[config.mk]
export PLATFORM = sky130hd
export DESIGN_NAME = sb_sh_store_scheduler
export DESIGN_NICKNAME = d
export VERILOG_FILES = /design/src/rtl/sb_sh_store_scheduler.sv
export SDC_FILE = /design/constraint.sdc
export NUM_CORES = 1
export LEC_CHECK = 0
export BUFFER_PORTS_ARGS = -buffer_cell sky130_fd_sc_hd__buf_2
export CAP_MARGIN = 20
export CELL_PAD_IN_SITES_DETAIL_PLACEMENT = 1
export CELL_PAD_IN_SITES_GLOBAL_PLACEMENT = 2
export CORE_MARGIN = 3
export CORE_UTILIZATION = 26
export CTS_BUF_LIST = sky130_fd_sc_hd__clkbuf_8
export DETAILED_ROUTE_END_ITERATION = 16
export PLACE_DENSITY = 0.79
export SKIP_LAST_GASP = 1
export SYNTH_ARGS = -nofsm -noshare
export SYNTH_HDL_FRONTEND = slang
export SYNTH_SLANG_ARGS = --single-unit
[constraint.sdc]
create_clock -name clk -period 1.9 [get_ports clk]
set_input_delay 0.19 -clock clk [delete_from_list [all_inputs] [get_ports clk]]
set_output_delay 0.19 -clock clk [all_outputs]
set_load 0.01 [all_outputs]
[src/rtl/sb_sh_store_scheduler.sv]
// sb_sh_store_scheduler
//
// Executes the sub-word stores SB (op 101000) and SH (op 101001) that the
// main control decoder leaves unhandled. Each store is a read-modify-write
// of the containing 32-bit word on the word-addressed data memory bus. The
// pipeline is frozen through `stall` until the store has finished.
//
// Optional build macro: STORE_BYTEENABLE_EN
//   Defined   : adds mem_byteenable[3:0], skips the read phase and writes the
//               replicated rt lane(s) with a byte-enable mask.
//   Undefined : full read-modify-write, no mem_byteenable port.
//
// Parameters
//   TIMEOUT  max consecutive waitrequest cycles in one bus phase before abort
//   CNT_W    width of the wait counter (must hold TIMEOUT)
//
// Ports
//   clk, reset         rising-edge clock, synchronous active-high reset
//   start, op          store request and opcode from the execute stage
//   addr, rt_data      effective byte address and store source value
//   mem_readdata       memory read data
//   mem_waitrequest    memory busy; current bus phase is held
//   mem_address        word-aligned bus address
//   mem_read/mem_write bus strobes (never both high)
//   mem_writedata      word written back
//   mem_byteenable     lane mask (STORE_BYTEENABLE_EN only)
//   stall              pipeline freeze
//   done, err          one-cycle completion pulse / coincident error pulse

module sb_sh_store_scheduler #(
    parameter int TIMEOUT = 16,
    parameter int CNT_W   = 5
) (
    input  logic        clk,
    input  logic        reset,
    input  logic        start,
    input  logic [5:0]  op,
    input  logic [31:0] addr,
    input  logic [31:0] rt_data,
    input  logic [31:0] mem_readdata,
    input  logic        mem_waitrequest,
    output logic [31:0] mem_address,
    output logic        mem_read,
    output logic        mem_write,
    output logic [31:0] mem_writedata,
`ifdef STORE_BYTEENABLE_EN
    output logic [3:0]  mem_byteenable,
`endif
    output logic        stall,
    output logic        done,
    output logic        err
);

    localparam logic [5:0] OP_SB = 6'b101000;
    localparam logic [5:0] OP_SH = 6'b101001;

    typedef enum logic [1:0] {
        IDLE,
        READ,
        WRITE,
        DONE
    } state_t;

    state_t           state;
    state_t           state_next;
    logic [CNT_W-1:0] cnt;
    logic [CNT_W-1:0] cnt_next;
    logic             err_pend;
    logic             err_pend_next;

    logic             op_legal;
    logic             misaligned;
    logic             accept;

    assign op_legal   = (op == OP_SB) || (op == OP_SH);
    assign misaligned = (op == OP_SH) && addr[0];
    // A request is taken (operands latched) whenever a legal op arrives in IDLE.
    assign accept     = (state == IDLE) && start && op_legal;

`ifndef STORE_BYTEENABLE_EN
    logic        is_sh;
    logic [1:0]  lane;
    logic [15:0] rt_q;
    logic [31:0] merged;
`endif

    // Inputs that carry no information for this block.
    logic unused_inputs;
`ifdef STORE_BYTEENABLE_EN
    assign unused_inputs = ^{rt_data[31:16], mem_readdata};
`else
    assign unused_inputs = ^rt_data[31:16];
`endif

    // ------------------------------------------------------------------
    // State register
    // ------------------------------------------------------------------
    always_ff @(posedge clk) begin
        if (reset) begin
            state    <= IDLE;
            cnt      <= '0;
            err_pend <= 1'b0;
        end else begin
            state    <= state_next;
            cnt      <= cnt_next;
            err_pend <= err_pend_next;
        end
    end

    // ------------------------------------------------------------------
    // Next state and outputs
    // ------------------------------------------------------------------
    always_comb begin
        state_next    = state;
        cnt_next      = cnt;
        err_pend_next = err_pend;
        mem_read      = 1'b0;
        mem_write     = 1'b0;
        stall         = 1'b0;
        done          = 1'b0;
        err           = 1'b0;

        case (state)
            IDLE: begin
                err_pend_next = 1'b0;
                if (start) begin
                    stall = 1'b1;
                    if (!op_legal || misaligned) begin
                        state_next    = DONE;
                        err_pend_next = 1'b1;
                    end else begin
`ifdef STORE_BYTEENABLE_EN
                        state_next = WRITE;
`else
                        state_next = READ;
`endif
                    end
                end
            end

            READ: begin
                mem_read = 1'b1;
                stall    = 1'b1;
                if (!mem_waitrequest) begin
                    state_next = WRITE;
                end else if (cnt == CNT_W'(TIMEOUT - 1)) begin
                    // This is the TIMEOUT-th consecutive busy cycle.
                    state_next    = DONE;
                    err_pend_next = 1'b1;
                end else begin
                    cnt_next = cnt + 1'b1;
                end
            end

            WRITE: begin
                mem_write = 1'b1;
                stall     = 1'b1;
                if (!mem_waitrequest) begin
                    state_next = DONE;
                end else if (cnt == CNT_W'(TIMEOUT - 1)) begin
                    state_next    = DONE;
                    err_pend_next = 1'b1;
                end else begin
                    cnt_next = cnt + 1'b1;
                end
            end

            DONE: begin
                done       = 1'b1;
                err        = err_pend;
                state_next = IDLE;
            end

            default: begin
                state_next = IDLE;
            end
        endcase

        if (state_next != state) begin
            cnt_next = '0;
        end
    end

`ifndef STORE_BYTEENABLE_EN
    // ------------------------------------------------------------------
    // Lane merge of the store data into the word just read
    // ------------------------------------------------------------------
    always_comb begin
        merged = mem_readdata;
        if (is_sh) begin
            if (lane[1]) begin
                merged[31:16] = rt_q;
            end else begin
                merged[15:0]  = rt_q;
            end
        end else begin
            case (lane)
                2'd0:    merged[7:0]   = rt_q[7:0];
                2'd1:    merged[15:8]  = rt_q[7:0];
                2'd2:    merged[23:16] = rt_q[7:0];
                default: merged[31:24] = rt_q[7:0];
            endcase
        end
    end
`endif

    // ------------------------------------------------------------------
    // Operand latch and bus datapath
    // ------------------------------------------------------------------
    always_ff @(posedge clk) begin
        if (reset) begin
            mem_address    <= '0;
            mem_writedata  <= '0;
`ifdef STORE_BYTEENABLE_EN
            mem_byteenable <= '0;
`else
            is_sh          <= 1'b0;
            lane           <= '0;
            rt_q           <= '0;
`endif
        end else begin
            if (accept) begin
                mem_address <= {addr[31:2], 2'b00};
`ifdef STORE_BYTEENABLE_EN
                if (op == OP_SH) begin
                    mem_writedata  <= {2{rt_data[15:0]}};
                    mem_byteenable <= addr[1] ? 4'b1100 : 4'b0011;
                end else begin
                    mem_writedata  <= {4{rt_data[7:0]}};
                    mem_byteenable <= 4'b0001 << addr[1:0];
                end
`else
                is_sh <= (op == OP_SH);
                lane  <= addr[1:0];
                rt_q  <= rt_data[15:0];
`endif
            end
`ifndef STORE_BYTEENABLE_EN
            // Write data is fixed when the read completes and held through WRITE.
            if ((state == READ) && !mem_waitrequest) begin
                mem_writedata <= merged;
            end
`endif
        end
    end

endmodule

* Word level (Yosys, flattened, before mapping)
Cells that the tools add are included.
** Operators by class
- $add $sub $neg :: 1
- Eq/ne operators :: 11
- Mux-type cells :: 24
- Bitwise gates (word level) :: 1
- Reduce and logical (&&, ||, !) cells :: 16
** Operator list (count)
- 2-to-1 mux 16 bit :: 2
- 2-to-1 mux 32 bit :: 1
- 2-to-1 mux 8 bit :: 4
- equality test 6 bit (second input constant) :: 2
- 2-to-1 mux 2 bit :: 5
- 2-to-1 mux 1 bit :: 9
- case mux 2 bit (4 select lines) :: 1
- equality test 2 bit (second input constant) :: 3
- AND reduction 3 bit :: 2
- adder 5 x 1 -> 5 bit (second input constant) :: 1
- equality test 5 x 4 -> 1 bit (second input constant) :: 1
- equality test 2 x 1 -> 1 bit (second input constant) :: 2
- logical AND 1 bit :: 4
- logical NOT 2 bit :: 2
- inequality test 2 x 1 -> 1 bit (second input constant) :: 2
- case mux 1 bit (2 select lines) :: 2
- OR reduction 2 bit :: 2
- OR reduction 3 bit :: 1
- logical NOT 1 bit :: 2
- logical OR 1 bit :: 2
- inequality test 2 bit :: 1
- nonzero test 2 bit :: 1
- NOT 1 bit :: 1
** Word-level totals
- Register bits :: 89
- Input bits :: 106
- Output and inout bits :: 69
- Word-level logic and storage cells :: 61

* Depth between registers and ports, before layout
Gate-level depths: netlist of run 1.
- Depth after elaboration :: 9
- Gate-level depth with buffers :: 8
- Gate-level depth less buffers :: 7

* Least setup slack after synthesis of run 1
OpenSTA, ideal clock, no wires.
- Path type :: reg-to-reg
- Start point :: register state[1]
- End point :: register cnt[0]
- Setup time :: 0.135 ns
- Arrival :: 1.524 ns
- Data required time :: 1.765 ns
- Path slack :: 0.241 ns
- Cell stages (with the launch flop) :: 7
- Path buffers :: 0
- Clock period less this slack :: 1.659 ns
- Cells stage by stage :: dfxtp_1 inv_1 ha_1 a211oi_1 nor3_1 a31oi_1 nor3_1
** Between the ends
- Word-level cells in the longest chain between the ends :: 5
- Elaborated cells on any way between the ends :: 13
- Classes of those cells :: eq/ne: 4; mux: 5; reduce/logical: 4
** RTL lines
- from (decl) :: RTL line 64 : state_t state;
- from (signal assigned) :: RTL line 104 : state <= state_next;
- 2-to-1 mux 2 bit :: RTL line 146, 160
- 2-to-1 mux 2 bit (on tied branches) :: RTL line 158, 144
- case mux 2 bit (4 select lines) :: RTL line 123 : case (state)
- inequality test 2 bit :: RTL line 179 : if (state_next != state) begin
- OR reduction 2 bit (no line)
- to (signal assigned) :: RTL line 105 : cnt <= cnt_next;
- to (decl) :: RTL line 66 : logic [CNT_W-1:0] cnt;
Several ways; a longest one is shown, not always the timed one.
A chain may end at the register's enable or synchronous reset.

* Worst setup path in the final report of run 1
- Start point :: register state[0]
- End point :: register cnt[0]
Same word-level chain as after synthesis.

==> impl_metrics.csv, run 1 <==
group,metric,value,unit
job,cap_violations,0,
clocking,worstSkewPairLatency,0.37,ns
setup_path,cp-end-kind,"register",
floorplan,die_h,127,µm
pwr,total_power,0.00470,W
detailed_routing,num_vias,3764,
layout,drive_gt1_share,31.6,%
timing,rsz0062_at_grt,"yes",
hold_path,holdPathEnd,"mem_address[15]$_SDFFE_PP0P_",
pwr,peakVddDrop,0.267,mV
layout,finalInstanceArea,4980,µm²
place,port_buffers,156,
layout,fin_util,35.3,%
setup_path,r2r_slack,0.02,ns
detailed_routing,dr.pass1.iters,4,
global_route,grt_pass1_vias,3820,
setup_path,slowest_delay,0.39,ns
setup_path,cp_slowest_cell,"dfxtp_1",
floorplan,dieArea,16100,µm²
setup_path,startpoint_type,"register",
logic_synthesis,synth.avg_cell_area,8.20,µm²
timing,min_period,1.88,ns
logic_synthesis,synth_edf_count,0,
detailed_routing,routed_wl,12600,µm
floorplan,die-width,127,µm
floorplan,core-area,14100,µm²
clocking,clkSinkCount,89,
logic_synthesis,ys_types,40,
clocking,cts_tree,"yes",
setup_path,worst-path-buf-inv,2,
setup_path,arrival,2.12,ns
setup_path,cpLargestDelayFamily,"compound AO/OA/AOI/OAI gates",
setup_path,crit_required,2.14,ns
clocking,cts.reportedPaths.clkPinSlew,0.09,ns
detailed_routing,detail-route-antenna-nets,0,
timing,fin_tns_setup,0,ns
place,dp_hpwl,9370,µm
timing,setup_ws,0.0223,ns
clocking,numCtsBuffers,9,
logic_synthesis,synth_area,3800,µm²
setup_path,criticalPathCategory,"register to register",
global_route,grt_pass1_wl,19900,µm
global_route,grt_max_degree,70,
floorplan,initial_core_util,26.9,%
setup_path,reg2reg_depth,7,
setup_path,reg2reg_to,"cnt[0]$_SDFFE_PP0P_",
timing,final_hold_viol_count,0,
floorplan,ioPinCount,175,
global_route,grt.total_usage,15.5,%
detailed_routing,drt_iter0_drc,213,
detailed_routing,post-route-drc-count,0,
setup_path,path_common_cell,"nor3_1",
logic_synthesis,synth_area_leader_cell,"dfxtp_1",
setup_path,cp_cell_sequence,"inv_1, ha_1, a211oi_1, nor3_1, a31oi_2, buf_4, nor3_1",
hold_path,hp-start,"addr[15]",
status,status,"finished, final reports clean",
global_route,antenna_found_initial,1,
logic_synthesis,syn_inst,463,
clocking,cts_root_buffer,"clkbuf_8",
timing,slew_headroom,56.3,%
logic_synthesis,ys_top_cells_by_count,"117 x nand2_1, 89 x dfxtp_1, 51 x a21oi_1",
floorplan,rows,43,
place,placed_cell_area,4750,µm²
logic_synthesis,netlist.area_leader.share,46.9,%
logic_synthesis,ys_seq_area_share,46.9,%
clocking,hold_buffers,0,
pwr,power_per_cell_area,943,nW/µm²
layout,nets,719,
setup_path,critPathMaxFanout,6,
clocking,clockBufferDepth,2,
clocking,cts_max_level,3,
pwr,leakagePower,2.18,nW
logic_synthesis,ys_ff_latch,89,
logic_synthesis,synthArstFlopShare,0,%
setup_path,r2r_start,"state[0]$_SDFF_PP0_",
hold_path,min_path_type,"input port to register",
detailed_routing,wl_per_cell,16.0,µm
timing,fin_skew,0.00682,ns
place,pre_cts_ws,-0.0366,ns
logic_synthesis,yosys-top-cells-area,"dfxtp_1 47%, nand2_1 12%, a21oi_1 6.7%",
logic_synthesis,ys_warn_count,0,
layout,fillerInstances,1734,
place,globalplace.congestion,0.756,
logic_synthesis,yosys.cell_count.top_type,"nand2_1",
timing,max_freq,533,MHz
global_route,overflow,0,
detailed_routing,viasPerCell,4.76,
logic_synthesis,synth_flop_cell,"dfxtp_1",
setup_path,critPathLaunch,"state[0]$_SDFF_PP0_",
timing,drv_slew,0,
hold_path,hold_depth,3,
layout,antenna_cells,0,
timing,tightest_slew,0.656,ns
layout,syn_to_final_growth,31.2,%
timing,finalSetupViolations,0,
timing,period_share,98.8,%
-- repair_timing --
action / 4_1_cts / 5_1_grt
endpoints found under the setup margin: 5 / 6
setup buffers: 0 / 1
resized for setup: 2 / 2
pin swaps: 0 / 0
-- cells in the final DEF (no fill, tap or decap), types with 6 or more instances in the layout --
cell type  count
nand2_1      117
o21ai_0        8
clkbuf_8      10
buf_4          8
inv_1          7
nor3_1        15
nor2_1        39
a21oi_1       50
ha_1           6
dfxtp_1       89
mux2i_1       19
a211oi_1      27
buf_2        156
a221oi_1       8
a22oi_1        8
-- tightest hold or removal path, delay by kind of cell --
kind | cells | cell delay [ns]
AOI/OAI and AO/OA | 1 | 0.05
buffers and inverters | 1 | 0.09
and+or+nand+nor | 1 | 0.05
-- worst max path at each step --
| stage | slack, ns | end | depth (start not counted) |
|---|---|---|---|
| 2_1_floorplan | 0.24 | cnt[0]$_SDFFE_PP0P_ | 6 |
| 4_1_cts | 0.05 | cnt[0]$_SDFFE_PP0P_ | 7 |
| 6_report | 0.02 | cnt[0]$_SDFFE_PP0P_ | 7 |
| 3_3_place_gp | 0.13 | cnt[1]$_SDFFE_PP0P_ | 7 |
| 5_1_grt | -0.06 | cnt[0]$_SDFFE_PP0P_ | 7 |
| 3_5_place_dp | -0.04 | cnt[0]$_SDFFE_PP0P_ | 6 |
-- stage by stage --
stage / hold WS (ns) / cells
finish: 0.0453 / 791
CTS: 0.0237 / 790
floorplan: 0.326 / 464
detailed placement: 0.438 / 774
global placement: 0.432 / 774
global route: 0.0272 / 791
-- cell families after synthesis --
logic type      synth area share, %
other cells                  0.0988
simple gates                   20.3
xor+xnor                      0.692
compound gates                 19.2
flops                          46.9
mux                            5.01
buf+inv                        5.37
fa+ha+maj                      2.31
-- routing by layer --
| metal | vias to the layer above | global-route usage, % | share of wire [%] |
|---|---|---|---|
| met5 | - | 0 | 0.10 |
| met4 | 2 | 5.36 | 1.4 |
| met3 | 14 | 3.79 | 5.7 |
| met2 | 104 | 26.6 | 47 |
| met1 | 1772 | 19.1 | 45 |
| li1 | 1872 | - | - |
-- final cells by class --
class / count / area [µm²] / share of cell area (%)
Clock buffer: 10 / 138 / 2.76
Clock inverter: 6 / 58.8 / 1.18
Inverter: 7 / 26.3 / 0.527
Multi-Input combinational cell: 332 / 1850 / 37.2
Sequential cell: 89 / 1780 / 35.8
Tap cell: 180 / 225 / 4.52
Timing Repair Buffer: 167 / 901 / 18.1
-- state kept, by name, summed over array words and instances, names as in the netlist --
| signal | count |
|---|---|
| mem_writedata | 32 |
| mem_address | 30 |
| rt_q | 16 |
| cnt | 5 |
| lane | 2 |
| state | 2 |
| err_pend | 1 |
| is_sh | 1 |
-- report_power, final --
part	internal (W)	switching (W)
sequential	0.00203	0.0000924
clock	0.000635	0.000703
combinational	0.000534	0.000707
total	0.00320	0.00150
No activity file was read; power rests on OpenSTA's default activity.
==> run 2, diff against run 1 <==
Settings changed: CORE_UTILIZATION 26 to 25, CTS_BUF_LIST sky130_fd_sc_hd__clkbuf_8 to sky130_fd_sc_hd__clkbuf_16, PLACE_DENSITY 0.79 to 0.76.
==> run 2 against run 1 <==
Register-to-register slack gained 0.05 ns. Hold slack gained 0.036 ns. Design area grew 3.5%. Global-route usage shrank 0.75 points. Setup slack gained 0.047 ns.
==> impl_metrics.csv, run 2 (synthesis results as in run 1) <==
group,metric,value,unit
setup_path,arrival,2.06,ns
layout,final_common_cell,"buf_2",
timing,holdWs,0.0815,ns
pwr,peakVddDrop,0.426,mV
setup_path,critPathMaxFanout,6,
layout,drive_gt1_share,32.7,%
clocking,clkSinkCount,89,
detailed_routing,routed_wl,12700,µm
layout,seqCellArea,1780,µm²
clocking,clockBufferDepth,2,
detailed_routing,viasPerCell,4.73,
clocking,numCtsBuffers,9,
floorplan,core-area,14700,µm²
clocking,cts_tree,"yes",
detailed_routing,num_vias,3777,
global_route,overflow,0,
global_route,grt.total_usage,14.8,%
pwr,total_power,0.00520,W
place,port_buffers,156,
detailed_routing,wl_per_cell,16.0,µm
timing,rsz0062_at_grt,"yes",
detailed_routing,drt_iter0_drc,118,
detailed_routing,detail-route-antenna-nets,0,
floorplan,dieArea,16700,µm²
global_route,grt_pass1_vias,3845,
setup_path,worst-path-buf-inv,1,
place,globalplace.congestion,0.765,
floorplan,die-width,129,µm
pwr,power_per_cell_area,1010,nW/µm²
timing,period_share,96.3,%
clocking,cts_root_buffer,"clkbuf_16",
setup_path,crit_required,2.13,ns
layout,syn_to_final_growth,35.8,%
setup_path,slowest_delay,0.38,ns
global_route,antenna_found_initial,2,
place,dp_hpwl,9280,µm
layout,multi_input_area,1910,µm²
global_route,grt_pass1_wl,19400,µm
layout,largest_register_ffs,32,
setup_path,cp_slowest_cell,"ha_1",
floorplan,die_h,129,µm
floorplan,rows,44,
global_route,grt_max_degree,70,
setup_path,r2r_slack,0.07,ns
detailed_routing,dr.pass1.iters,4,
clocking,worstSkewPairLatency,0.34,ns
timing,slew_headroom,59.6,%
detailed_routing,post-route-drc-count,0,
clocking,cts.reportedPaths.clkPinSlew,0.07,ns
layout,nets,722,
clocking,cts_max_level,3,
layout,reg.largest.list,"mem_writedata: 32 flops, mem_address: 30 flops, rt_q: 16 flops",
timing,finalSetupViolations,0,
timing,tightest_slew,0.601,ns
layout,final_cell_mix,"156 x buf_2, 117 x nand2_1, 89 x dfxtp_1",
hold_path,min_path_type,"input port to register",
setup_path,cp_cell_sequence,"inv_1, ha_1, o21bai_1, nand3_1, o221ai_4, nor3_2",
layout,regMostFlops,"mem_writedata",
layout,antenna_cells,0,
timing,final_hold_viol_count,0,
timing,drv_slew,0,
status,status,"finished, final reports clean",
timing,max_freq,546,MHz
timing,fin_skew,0.00837,ns
setup_path,criticalPathCategory,"register to register",
job,cap_violations,0,
pwr,leakagePower,2.23,nW
setup_path,startpoint_type,"register",
setup_path,cp-end-kind,"register",
floorplan,ioPinCount,175,
floorplan,initial_core_util,25.8,%
layout,fillerInstances,1789,
setup_path,cpLargestDelayFamily,"compound AO/OA/AOI/OAI gates",
timing,min_period,1.83,ns
==> run 2: what timing repair did <==
item	in CTS	in global routing
gates resized for setup	2	12
hold buffers	0	0
gates cloned	0	0
setup buffers	0	2
endpoints found under the setup margin	2	6
pin swaps	0	4
hold endpoints to repair	0	0
==> run 2: worst min-delay path: cells and delay by family <==
family	cells	cell delay, ns
simple gates	1	0.05
compound gates	1	0.05
buf+inv	1	0.09
==> run 2: area by class of cell <==
type,instances,share of cell area [%]
clock buffers,9,4.37
clock inverters,7,1.19
well taps,184,4.47
multi-input cells,332,37.0
repair buffers,170,17.9
flip-flops and latches,89,34.6
inverters,7,0.510
==> run 2: per-stage QoR <==
step	setup TNS [ns]	instances	setup WS [ns]	utilization (%)	cell area (µm²)
global placement	0	780	0.136	32.4	4770
global route	-0.325	798	-0.0844	35.1	5150
CTS	0	796	0.0820	34.5	5070
detailed placement	0	780	0.00986	32.4	4770
floorplan	0	464	0.241	-	3800
finish	0	798	0.0698	35.1	5150
==> run 2: per-layer routing <==
layer | wire length (µm) | vias up | track usage, %
met5 | 30 | - | 0
met4 | 264 | 4 | 6.36
met3 | 709 | 24 | 3.92
met2 | 6100 | 99 | 24.8
met1 | 5630 | 1768 | 17.9
li1 | - | 1882 | -
==> run 2: final timing paths <==
kind,from,to,cells past startpoint
setup / recovery,state[0]$_SDFF_PP0_,cnt[2]$_SDFFE_PP0P_,6
hold / removal,addr[31],mem_address[31]$_SDFFE_PP0P_,3
setup reg to reg,state[0]$_SDFF_PP0_,cnt[2]$_SDFFE_PP0P_,6
hold reg to reg,mem_address[17]$_SDFFE_PP0P_,mem_address[17]$_SDFFE_PP0P_,2
==> run 2: report_power, final <==
group	internal (W)	total, W	leakage, nW	switching [W]
Combinational	0.000562	0.00131	1.37	0.000752
Clock	0.00100	0.00176	0.136	0.000755
Sequential	0.00203	0.00212	0.721	0.0000906
Total	0.00360	0.00520	2.23	0.00160
==> run 3, diff against run 2 <==
Settings changed: CORE_ASPECT_RATIO set to 0.75.
==> run 3 against run 2 <==
Clock skew increased by 0.0027 ns. Sequential cell count unchanged. Count of clock-buffer cells in the layout unchanged. Die area about the same. Largest power group unchanged.
==> impl_metrics.csv, run 3 (synthesis results as in run 1) <==
group,metric,value,unit
floorplan,core-area,14600,µm²
clocking,post_cts_buffers,0,
setup_path,r2r_start,"state[0]$_SDFF_PP0_",
setup_path,r2r_slack,0.10,ns
global_route,grt_max_degree,82,
global_route,grt_pass1_vias,3892,
timing,slew_headroom,59.8,%
timing,drv_slew,0,
setup_path,worst-path-buf-inv,1,
setup_path,arrival,2.00,ns
place,dp_hpwl,9320,µm
clocking,numCtsBuffers,9,
hold_path,hold_depth,3,
setup_path,cp_cell_sequence,"inv_1, ha_1, o21bai_1, nand3_1, o221ai_2, nor3_1",
hold_path,min_path_type,"input port to register",
clocking,cts.reportedPaths.clkPinSlew,0.07,ns
status,status,"finished, final reports clean",
detailed_routing,detail-route-antenna-nets,0,
setup_path,startpoint_type,"register",
setup_path,critPathMaxFanout,6,
job,cap_violations,0,
floorplan,die-width,148,µm
layout,nets,717,
layout,syn_to_final_growth,34.6,%
setup_path,crit_required,2.10,ns
clocking,cts_root_buffer,"clkbuf_16",
layout,finalInstanceArea,5110,µm²
timing,final_hold_viol_count,0,
layout,regMostFlops,"mem_writedata",
detailed_routing,post-route-drc-count,0,
pwr,power_per_cell_area,1020,nW/µm²
clocking,worstSkewPairLatency,0.34,ns
place,placed_cell_area,4780,µm²
timing,rsz0062_at_grt,"yes",
setup_path,cp-end-kind,"register",
floorplan,initial_core_util,25.9,%
global_route,antenna_found_initial,2,
timing,period_share,94.6,%
setup_path,reg2reg_depth,6,
timing,holdWs,0.0893,ns
clocking,cts_tree,"yes",
timing,fin_skew,0.0110,ns
place,globalplace.congestion,0.822,
detailed_routing,wl_per_cell,15.7,µm
timing,min_period,1.80,ns
setup_path,cpLargestDelayFamily,"compound AO/OA/AOI/OAI gates",
detailed_routing,num_vias,3768,
pwr,leakagePower,2.23,nW
hold_path,holdPathEnd,"mem_address[27]$_SDFFE_PP0P_",
detailed_routing,dr.pass1.iters,4,
timing,max_freq,556,MHz
timing,fin_tns_setup,0,ns
setup_path,slowest_delay,0.41,ns
global_route,grt.total_usage,15.2,%
clocking,hold_buffers,0,
detailed_routing,drt_iter0_drc,133,
layout,final_cell_mix,"156 x buf_2, 117 x nand2_1, 89 x dfxtp_1",
layout,final_common_cell,"buf_2",
clocking,clockBufferDepth,2,
timing,tightest_slew,0.604,ns
floorplan,dieArea,16700,µm²
layout,drive_gt1_share,30.9,%
global_route,grt_pass1_wl,20300,µm
floorplan,rows,38,
setup_path,cp_slowest_cell,"dfxtp_1",
clocking,cts_max_level,3,
global_route,overflow,0,
layout,reg.largest.list,"mem_writedata: 32 flops, mem_address: 30 flops, rt_q: 16 flops",
layout,largest_register_ffs,32,
timing,finalSetupViolations,0,
detailed_routing,routed_wl,12700,µm
detailed_routing,viasPerCell,4.66,
setup_path,criticalPathCategory,"register to register",
hold_path,hp-start,"addr[27]",
setup_path,reg2reg_to,"cnt[3]$_SDFFE_PP0P_",
floorplan,ioPinCount,175,
place,port_buffers,156,
clocking,clkSinkCount,89,
floorplan,die_h,113,µm
pwr,peakVddDrop,0.429,mV
run 3: worst max path at each step:
| stage | startpoint | end | cells after the start |
|---|---|---|---|
| 3_3_place_gp | cnt[0]$_SDFFE_PP0P_ | cnt[2]$_SDFFE_PP0P_ | 7 |
| 5_1_grt | cnt[0]$_SDFFE_PP0P_ | cnt[1]$_SDFFE_PP0P_ | 7 |
| 2_1_floorplan | state[1]$_SDFF_PP0_ | cnt[0]$_SDFFE_PP0P_ | 6 |
| 4_1_cts | state[0]$_SDFF_PP0_ | cnt[3]$_SDFFE_PP0P_ | 6 |
| 6_report | state[0]$_SDFF_PP0_ | cnt[3]$_SDFFE_PP0P_ | 6 |
| 3_5_place_dp | cnt[0]$_SDFFE_PP0P_ | cnt[3]$_SDFFE_PP0P_ | 7 |
run 3: cell type report:
class / instances / area [µm²]
clock inverters: 6 / 85.1
repair buffers: 165 / 898
flip-flops and latches: 89 / 1780
fillers: 1835 / 9540
multi-input cells: 332 / 1840
diodes: 1 / 2.50
inverters: 7 / 26.3
well taps: 200 / 250
clock buffers: 9 / 225
run 3: stage by stage:
| stage | utilization [%] | total power (W) | worst slack (ns) | std cells |
|---|---|---|---|---|
| 5_1_grt | 34.9 | 0.00549 | -0.00720 | 809 |
| 6_report | 34.9 | 0.00519 | 0.103 | 809 |
| 3_5_place_dp | 32.6 | 0.00333 | -0.00554 | 793 |
| 4_1_cts | 34.8 | 0.00524 | 0.0206 | 808 |
| 3_3_place_gp | 32.6 | 0.00328 | 0.106 | 793 |
| 2_1_floorplan | - | 0.00287 | 0.241 | 464 |
run 3: tightest hold or removal path: cells and delay by family:
| family | cells | cell delay (ns) |
|---|---|---|
| compound gates | 1 | 0.05 |
| buf+inv | 1 | 0.09 |
| simple gates | 1 | 0.05 |
run 3: power by group:
part | leakage, nW | internal, W | switching [W]
sequential | 0.721 | 0.00203 | 0.0000973
combinational | 1.35 | 0.000498 | 0.000680
clock | 0.154 | 0.00114 | 0.000746
run 3: routing by layer:
| metal | vias up | wire [µm] | GRT usage, % |
|---|---|---|---|
| li1 | 1867 | - | - |
| met1 | 1778 | 5870 | 20.1 |
| met2 | 112 | 5750 | 24.3 |
| met3 | 9 | 939 | 4.92 |
| met4 | 2 | 110 | 3.51 |
| met5 | - | 7 | 0 |
run 3: repair_timing:
action | in CTS | in global routing
pin swaps | 0 | 0
endpoints found under the setup margin | 1 | 5
gates resized for setup | 1 | 2
